`src/rtl/store_queue_fwd.sv`:
```
// Store queue with in-order commit, cache drain and store-to-load forwarding.
// Define STQ_FWD_EN for data forwarding; otherwise loads that may alias a store stall.
module store_queue_fwd #(
    parameter int DEPTH   = 8,
    parameter int ALLOC_W = 2,
    parameter int ADDR_W  = 32,
    parameter int DATA_W  = 32,
    parameter int TAG_W   = 6
) (
    input  logic                       clk,
    input  logic                       rst,
    input  logic                       flush,
    input  logic [ALLOC_W-1:0]         alloc_valid,
    input  logic [ALLOC_W*TAG_W-1:0]   alloc_tag,
    output logic [ALLOC_W-1:0]         alloc_rdy,
    input  logic                       agu_valid,
    input  logic [TAG_W-1:0]           agu_tag,
    input  logic [ADDR_W-1:0]          agu_addr,
    input  logic [DATA_W-1:0]          agu_data,
    input  logic                       commit_valid,
    output logic                       mem_req_valid,
    output logic [ADDR_W-1:0]          mem_req_addr,
    output logic [DATA_W-1:0]          mem_req_data,
    input  logic                       mem_req_rdy,
    input  logic                       ld_valid,
    input  logic [ADDR_W-1:0]          ld_addr,
    output logic                       ld_fwd_hit,
    output logic [DATA_W-1:0]          ld_fwd_data,
    output logic                       ld_stall,
    output logic [$clog2(DEPTH+1)-1:0] count
);

    localparam int IW = $clog2(DEPTH);
    localparam int PW = IW + 1;
    localparam int CW = $clog2(DEPTH + 1);

    // Index plus wrap bit; the wrap bit disambiguates full from empty.
    typedef struct packed {
        logic          w;
        logic [IW-1:0] idx;
    } ptr_t;

    function automatic ptr_t ptr_add(ptr_t p, logic [PW-1:0] n);
        logic [PW-1:0] s;
        ptr_t          r;
        s = {1'b0, p.idx} + n;
        r = p;
        if (s >= PW'(DEPTH)) begin
            s     = s - PW'(DEPTH);
            r.w   = ~p.w;
        end
        r.idx = s[IW-1:0];
        return r;
    endfunction

    function automatic logic [PW-1:0] ptr_dist(ptr_t a, ptr_t b);
        if (a.w == b.w)
            return {1'b0, a.idx} - {1'b0, b.idx};
        else
            return {1'b0, a.idx} + PW'(DEPTH) - {1'b0, b.idx};
    endfunction

    ptr_t head_q, head_d;
    ptr_t cmt_q, cmt_d;
    ptr_t tail_q, tail_d;

    logic [DEPTH-1:0]  vld_q, vld_d;
    logic [DEPTH-1:0]  res_q, res_d;
    logic [DEPTH-1:0]  com_q, com_d;
    logic [TAG_W-1:0]  tag_q  [DEPTH];
    logic [TAG_W-1:0]  tag_d  [DEPTH];
    logic [ADDR_W-1:0] addr_q [DEPTH];
    logic [ADDR_W-1:0] addr_d [DEPTH];
    logic [DATA_W-1:0] data_q [DEPTH];
    logic [DATA_W-1:0] data_d [DEPTH];

    logic [PW-1:0]      occ;
    logic [PW-1:0]      free_slots;
    logic [ALLOC_W-1:0] acc;
    logic [PW-1:0]      n_acc;
    logic               acc_run;
    ptr_t               alloc_ptr [ALLOC_W];
    logic [DEPTH-1:0]   agu_hit;
    logic               commit_ok;
    logic               drain_fire;

    assign occ        = ptr_dist(tail_q, head_q);
    assign free_slots = PW'(DEPTH) - occ;
    assign count      = CW'(occ);

    assign mem_req_valid = vld_q[head_q.idx] & com_q[head_q.idx];
    assign mem_req_addr  = addr_q[head_q.idx];
    assign mem_req_data  = data_q[head_q.idx];
    assign drain_fire    = mem_req_valid & mem_req_rdy;

    assign commit_ok = commit_valid & (cmt_q != tail_q);

    // Readiness per port from registered occupancy; accepted ports form a prefix.
    always_comb begin
        alloc_rdy = '0;
        acc       = '0;
        n_acc     = '0;
        acc_run   = ~flush;
        for (int i = 0; i < ALLOC_W; i++) begin
            alloc_rdy[i] = (free_slots >= PW'(i + 1));
            acc_run      = acc_run & alloc_valid[i] & alloc_rdy[i];
            acc[i]       = acc_run;
            n_acc        = n_acc + PW'(acc_run);
            alloc_ptr[i] = ptr_add(tail_q, PW'(i));
        end
    end

    // AGU result targets the live, not-yet-committed entry carrying its tag.
    always_comb begin
        agu_hit = '0;
        for (int j = 0; j < DEPTH; j++)
            agu_hit[j] = agu_valid & vld_q[j] & ~com_q[j]
                       & (tag_q[j] == agu_tag);
    end

    // Next-state for pointers and entries: drain, then flush or alloc/AGU/commit.
    always_comb begin
        head_d = head_q;
        cmt_d  = cmt_q;
        tail_d = tail_q;
        vld_d  = vld_q;
        res_d  = res_q;
        com_d  = com_q;
        tag_d  = tag_q;
        addr_d = addr_q;
        data_d = data_q;

        if (drain_fire) begin
            vld_d[head_q.idx] = 1'b0;
            res_d[head_q.idx] = 1'b0;
            com_d[head_q.idx] = 1'b0;
            head_d            = ptr_add(head_q, PW'(1));
        end

        if (flush) begin
            for (int j = 0; j < DEPTH; j++) begin
                if (vld_q[j] && !com_q[j]) begin
                    vld_d[j] = 1'b0;
                    res_d[j] = 1'b0;
                end
            end
            tail_d = cmt_q;
        end else begin
            for (int i = 0; i < ALLOC_W; i++) begin
                if (acc[i]) begin
                    vld_d[alloc_ptr[i].idx] = 1'b1;
                    res_d[alloc_ptr[i].idx] = 1'b0;
                    com_d[alloc_ptr[i].idx] = 1'b0;
                    tag_d[alloc_ptr[i].idx] = alloc_tag[i*TAG_W +: TAG_W];
                end
            end
            tail_d = ptr_add(tail_q, n_acc);

            for (int j = 0; j < DEPTH; j++) begin
                if (agu_hit[j]) begin
                    res_d[j]  = 1'b1;
                    addr_d[j] = agu_addr;
                    data_d[j] = agu_data;
                end
            end

            if (commit_ok) begin
                com_d[cmt_q.idx] = 1'b1;
                cmt_d            = ptr_add(cmt_q, PW'(1));
            end
        end
    end

    // Control state with synchronous reset.
    always_ff @(posedge clk) begin
        if (rst) begin
            head_q <= '0;
            cmt_q  <= '0;
            tail_q <= '0;
            vld_q  <= '0;
            res_q  <= '0;
            com_q  <= '0;
        end else begin
            head_q <= head_d;
            cmt_q  <= cmt_d;
            tail_q <= tail_d;
            vld_q  <= vld_d;
            res_q  <= res_d;
            com_q  <= com_d;
        end
    end

    // Payload storage is qualified by the valid bits and needs no reset.
    always_ff @(posedge clk) begin
        tag_q  <= tag_d;
        addr_q <= addr_d;
        data_q <= data_d;
    end

`ifdef STQ_FWD_EN
    logic [PW-1:0] scan_pos;
    logic [IW-1:0] scan_idx;

    // Walk oldest to youngest so the youngest relevant store decides.
    always_comb begin
        ld_fwd_hit  = 1'b0;
        ld_fwd_data = '0;
        ld_stall    = 1'b0;
        scan_pos    = '0;
        scan_idx    = '0;
        for (int k = 0; k < DEPTH; k++) begin
            scan_pos = {1'b0, head_q.idx} + PW'(k);
            if (scan_pos >= PW'(DEPTH))
                scan_pos = scan_pos - PW'(DEPTH);
            scan_idx = scan_pos[IW-1:0];
            if (vld_q[scan_idx]) begin
                if (!res_q[scan_idx]) begin
                    ld_stall    = 1'b1;
                    ld_fwd_hit  = 1'b0;
                    ld_fwd_data = '0;
                end else if (addr_q[scan_idx] == ld_addr) begin
                    ld_stall    = 1'b0;
                    ld_fwd_hit  = 1'b1;
                    ld_fwd_data = data_q[scan_idx];
                end
            end
        end
        if (!ld_valid) begin
            ld_fwd_hit  = 1'b0;
            ld_fwd_data = '0;
            ld_stall    = 1'b0;
        end
    end
`else
    // Without forwarding, any possible alias or unknown address replays the load.
    always_comb begin
        ld_fwd_hit  = 1'b0;
        ld_fwd_data = '0;
        ld_stall    = 1'b0;
        for (int j = 0; j < DEPTH; j++) begin
            if (vld_q[j] && (!res_q[j] || addr_q[j] == ld_addr))
                ld_stall = 1'b1;
        end
        if (!ld_valid)
            ld_stall = 1'b0;
    end
`endif

    a_commit_resolved : assert property (
        @(posedge clk) disable iff (rst)
        (commit_ok && !flush) |-> res_q[cmt_q.idx]
    );

endmodule
```
`config.mk`:
```
export PLATFORM = sky130hd
export DESIGN_NAME = store_queue_fwd
export DESIGN_NICKNAME = d
export VERILOG_FILES = /design/src/rtl/store_queue_fwd.sv
export SDC_FILE = /design/constraint.sdc
export NUM_CORES = 1
export LEC_CHECK = 0
export ABC_CLOCK_PERIOD_IN_PS = 7100
export BUFFER_PORTS_ARGS = -buffer_cell sky130_fd_sc_hd__buf_2
export CELL_PAD_IN_SITES_DETAIL_PLACEMENT = 1
export CELL_PAD_IN_SITES_GLOBAL_PLACEMENT = 1
export CORE_AREA = 2 2 237 239
export CTS_CLUSTER_DIAMETER = 200
export DETAILED_ROUTE_END_ITERATION = 6
export DIE_AREA = 0 0 239 241
export MAX_ROUTING_LAYER = met4
export PLACE_DENSITY_LB_ADDON = 0.3
export SLEW_MARGIN = 10
export SYNTH_ARGS = -nofsm -noshare
export SYNTH_HDL_FRONTEND = slang
export SYNTH_SLANG_ARGS = --single-unit
```
`constraint.sdc`:
```
create_clock -name clk -period 7.1 [get_ports clk]
set_clock_uncertainty 0.05 [all_clocks]
set_input_delay 1.42 -clock clk [delete_from_list [all_inputs] [get_ports clk]]
set_output_delay 1.42 -clock clk [all_outputs]
set_load 0.01 [all_outputs]
```
==> reports/metrics.cfg <==
[status]
status=completed

[cts]
post_cts_buffers=0
path_clk_slew_ps=60
cts_tree=built
clockRootBuffer=clkbuf_16
clk_latency_ps=610
cts_resized=0
cts_buffers=67
cts_buffer_depth=3
cts.sinks=596
htree_levels=3
cts_hold_buf=0

[die]
io_pins=228
rows=86
fp.dieW_um=239
core_mm2=0.05488
die_area_mm2=0.05760
die_h_um=241
initial_core_util=0.5064

[setup_path]
crit_type=reg2out
critPathArrivalTime_ps=4170
critPathCaptureType=output port
crit_fanout=12
reg2regPathDepth=17
worst_setup_path_start_kind=flip-flop
crit_required_ps=5630

[synthesis]
ys_types=54
synth_top_area_frac=0.6051
synth_cells=1892
async_reset_ff_frac=0
synth_top_cell_by_area=edfxtp_1
yosysMostFrequentCell=edfxtp_1
synthTopCellsByCount=edfxtp_1, xor2_1, nand2_1, mux4_2, clkbuf_1
ys_seq_elements=596
synth_flop_cell=edfxtp_1
syn-cell-area_mm2=0.02779
synth_area_leaders=edfxtp_1, mux4_2, xor2_1
yosys_warnings=0
postSynthAreaPerCell_um2=14.69
synth_edf_count=560
synth_seq_area_share=0.6311

[timing]
slew_headroom=0.2348
tns_ps=0
finalSetupViolCount=0
hold_violations=0
fin_crit_ps=5640
tightest_slew_ps=1148
maxSlewViolCount=0
timing.final.crit_share=0.7943
rsz0062_at_grt=false
timing.fmax_mhz=177.3

[final_layout]
syn2layout_area_growth_pct=13.47
nNetsFinal=2189
stdcell_count=2824
drive_gt1_frac=0.2220

[global_routing]
grt_max_degree=105
gr-total-overflow=0
antenna_found_initial=12
grt_first_pass_wirelength_um=121700
track_usage=0.3028
grt_pass1_vias=17880

[detailed_routing]
first_pass_iters=5
drt_iter0_drc=1571
route.vias.total=17053
vias_per_cell=6.039
wl_per_cell_um=29.67
drt-total-wl_um=83800
ant_nets=0
drc=0

[placed_design]
hpwl_um=54960
io_buffer_count=194
placed_cells=2689
routabilityCongestion=0.9386

[pwr]
p_leak_nw=10.93
power_density_mw_per_mm2=245.2
peakVddDrop_v=0.0002157

[hold_path]
hold_path_class=reg2reg
hold_depth=2

[job]
maxCapViolations=0

[worst paths after layout]
| kind | startpoint | to | slack, ps |
|---|---|---|---|
| worst max-delay path | tail_q[0] | alloc_rdy[0] | 1460 |
| worst max register to register | tail_q[0] | tail_q[3] | 2430 |
| worst min-delay path | com_q[1] | vld_q[1] | 470 |
| worst min register to register | com_q[1] | vld_q[1] | 470 |
[per-stage QoR]
stage	cell area (um^2)	setup slack (ps)	power, mW	hold slack, ps	util
4_1_cts	31500	1451	7.758	470.0	0.5741
5_1_grt	31530	1225	7.907	514.2	0.5745
3_3_place_gp	29300	1800	4.283	441.2	0.5339
6_report	31530	1460	7.733	469.5	0.5746
3_5_place_dp	29300	1817	4.296	454.4	0.5339
2_1_floorplan	27910	1594	4.156	423.1	-
[cell type report]
cell class	count	area [um^2]
antenna	12	30.03
clock buffer	76	1710
clock inverter	47	491.7
fill	5197	23340
inverter	15	56.30
multi-input combinational	1157	9659
sequential	596	17550
tap	704	880.8
timing repair buffer	217	1156
[worst max-delay path, cell delays in order (launching register included)]
cell,delay [ps]
dfxtp_1,580
clkinv_1,440
ha_1,350
inv_1,70
fa_1,480
nor2b_1,240
xnor2_1,170
o21a_1,150
o21a_1,500
inv_1,350
buf_2,240
[cell usage in the layout, fill, tap and decap left out, types with 37 or more instances in the layout]
master and count:
edfxtp_1 560, buf_2 194, mux4_2 129, nor4_1 73, xor2_1 300, mux2i_1 49
o21ai_0 37, clkbuf_16 67, nor2_1 45, nand2_1 254
[kinds of logic (layout without fill, tap and decap cells)]
family,count (synthesis),in the layout,share of synthesized area
DFF,596,596,0.6311
and+or+nand+nor,497,497,0.08555
xor gates and xnor gates,323,323,0.1021
muxes,178,178,0.1222
buffers and inverters,171,355,0.02846
AOI/OAI and AO/OA,114,114,0.02458
adders and majority gates,12,12,0.005943
other,1,45,0.0001349
[flip-flops by register name, indices dropped and copies added, names as in the netlist]
signal	cells
addr_q	256
data_q	256
tag_q	48
com_q	8
res_q	8
vld_q	8
cmt_q	4
head_q	4
tail_q	4
[power breakdown]
group | switching [mW] | internal [mW]
sequential | 0.0172 | 3.86
combinational | 0.248 | 0.102
clock | 1.48 | 2.02
total | 1.75 | 5.98
[per-layer routing]
metal,GRT usage,part of all wire,up-vias
li1,-,-,7387
met1,0.3977,0.41,8827
met2,0.4810,0.49,673
met3,0.05685,0.073,166
met4,0.09697,0.034,0
met5,-,0,-
Note: power is estimated with default switching activity, not from simulation.
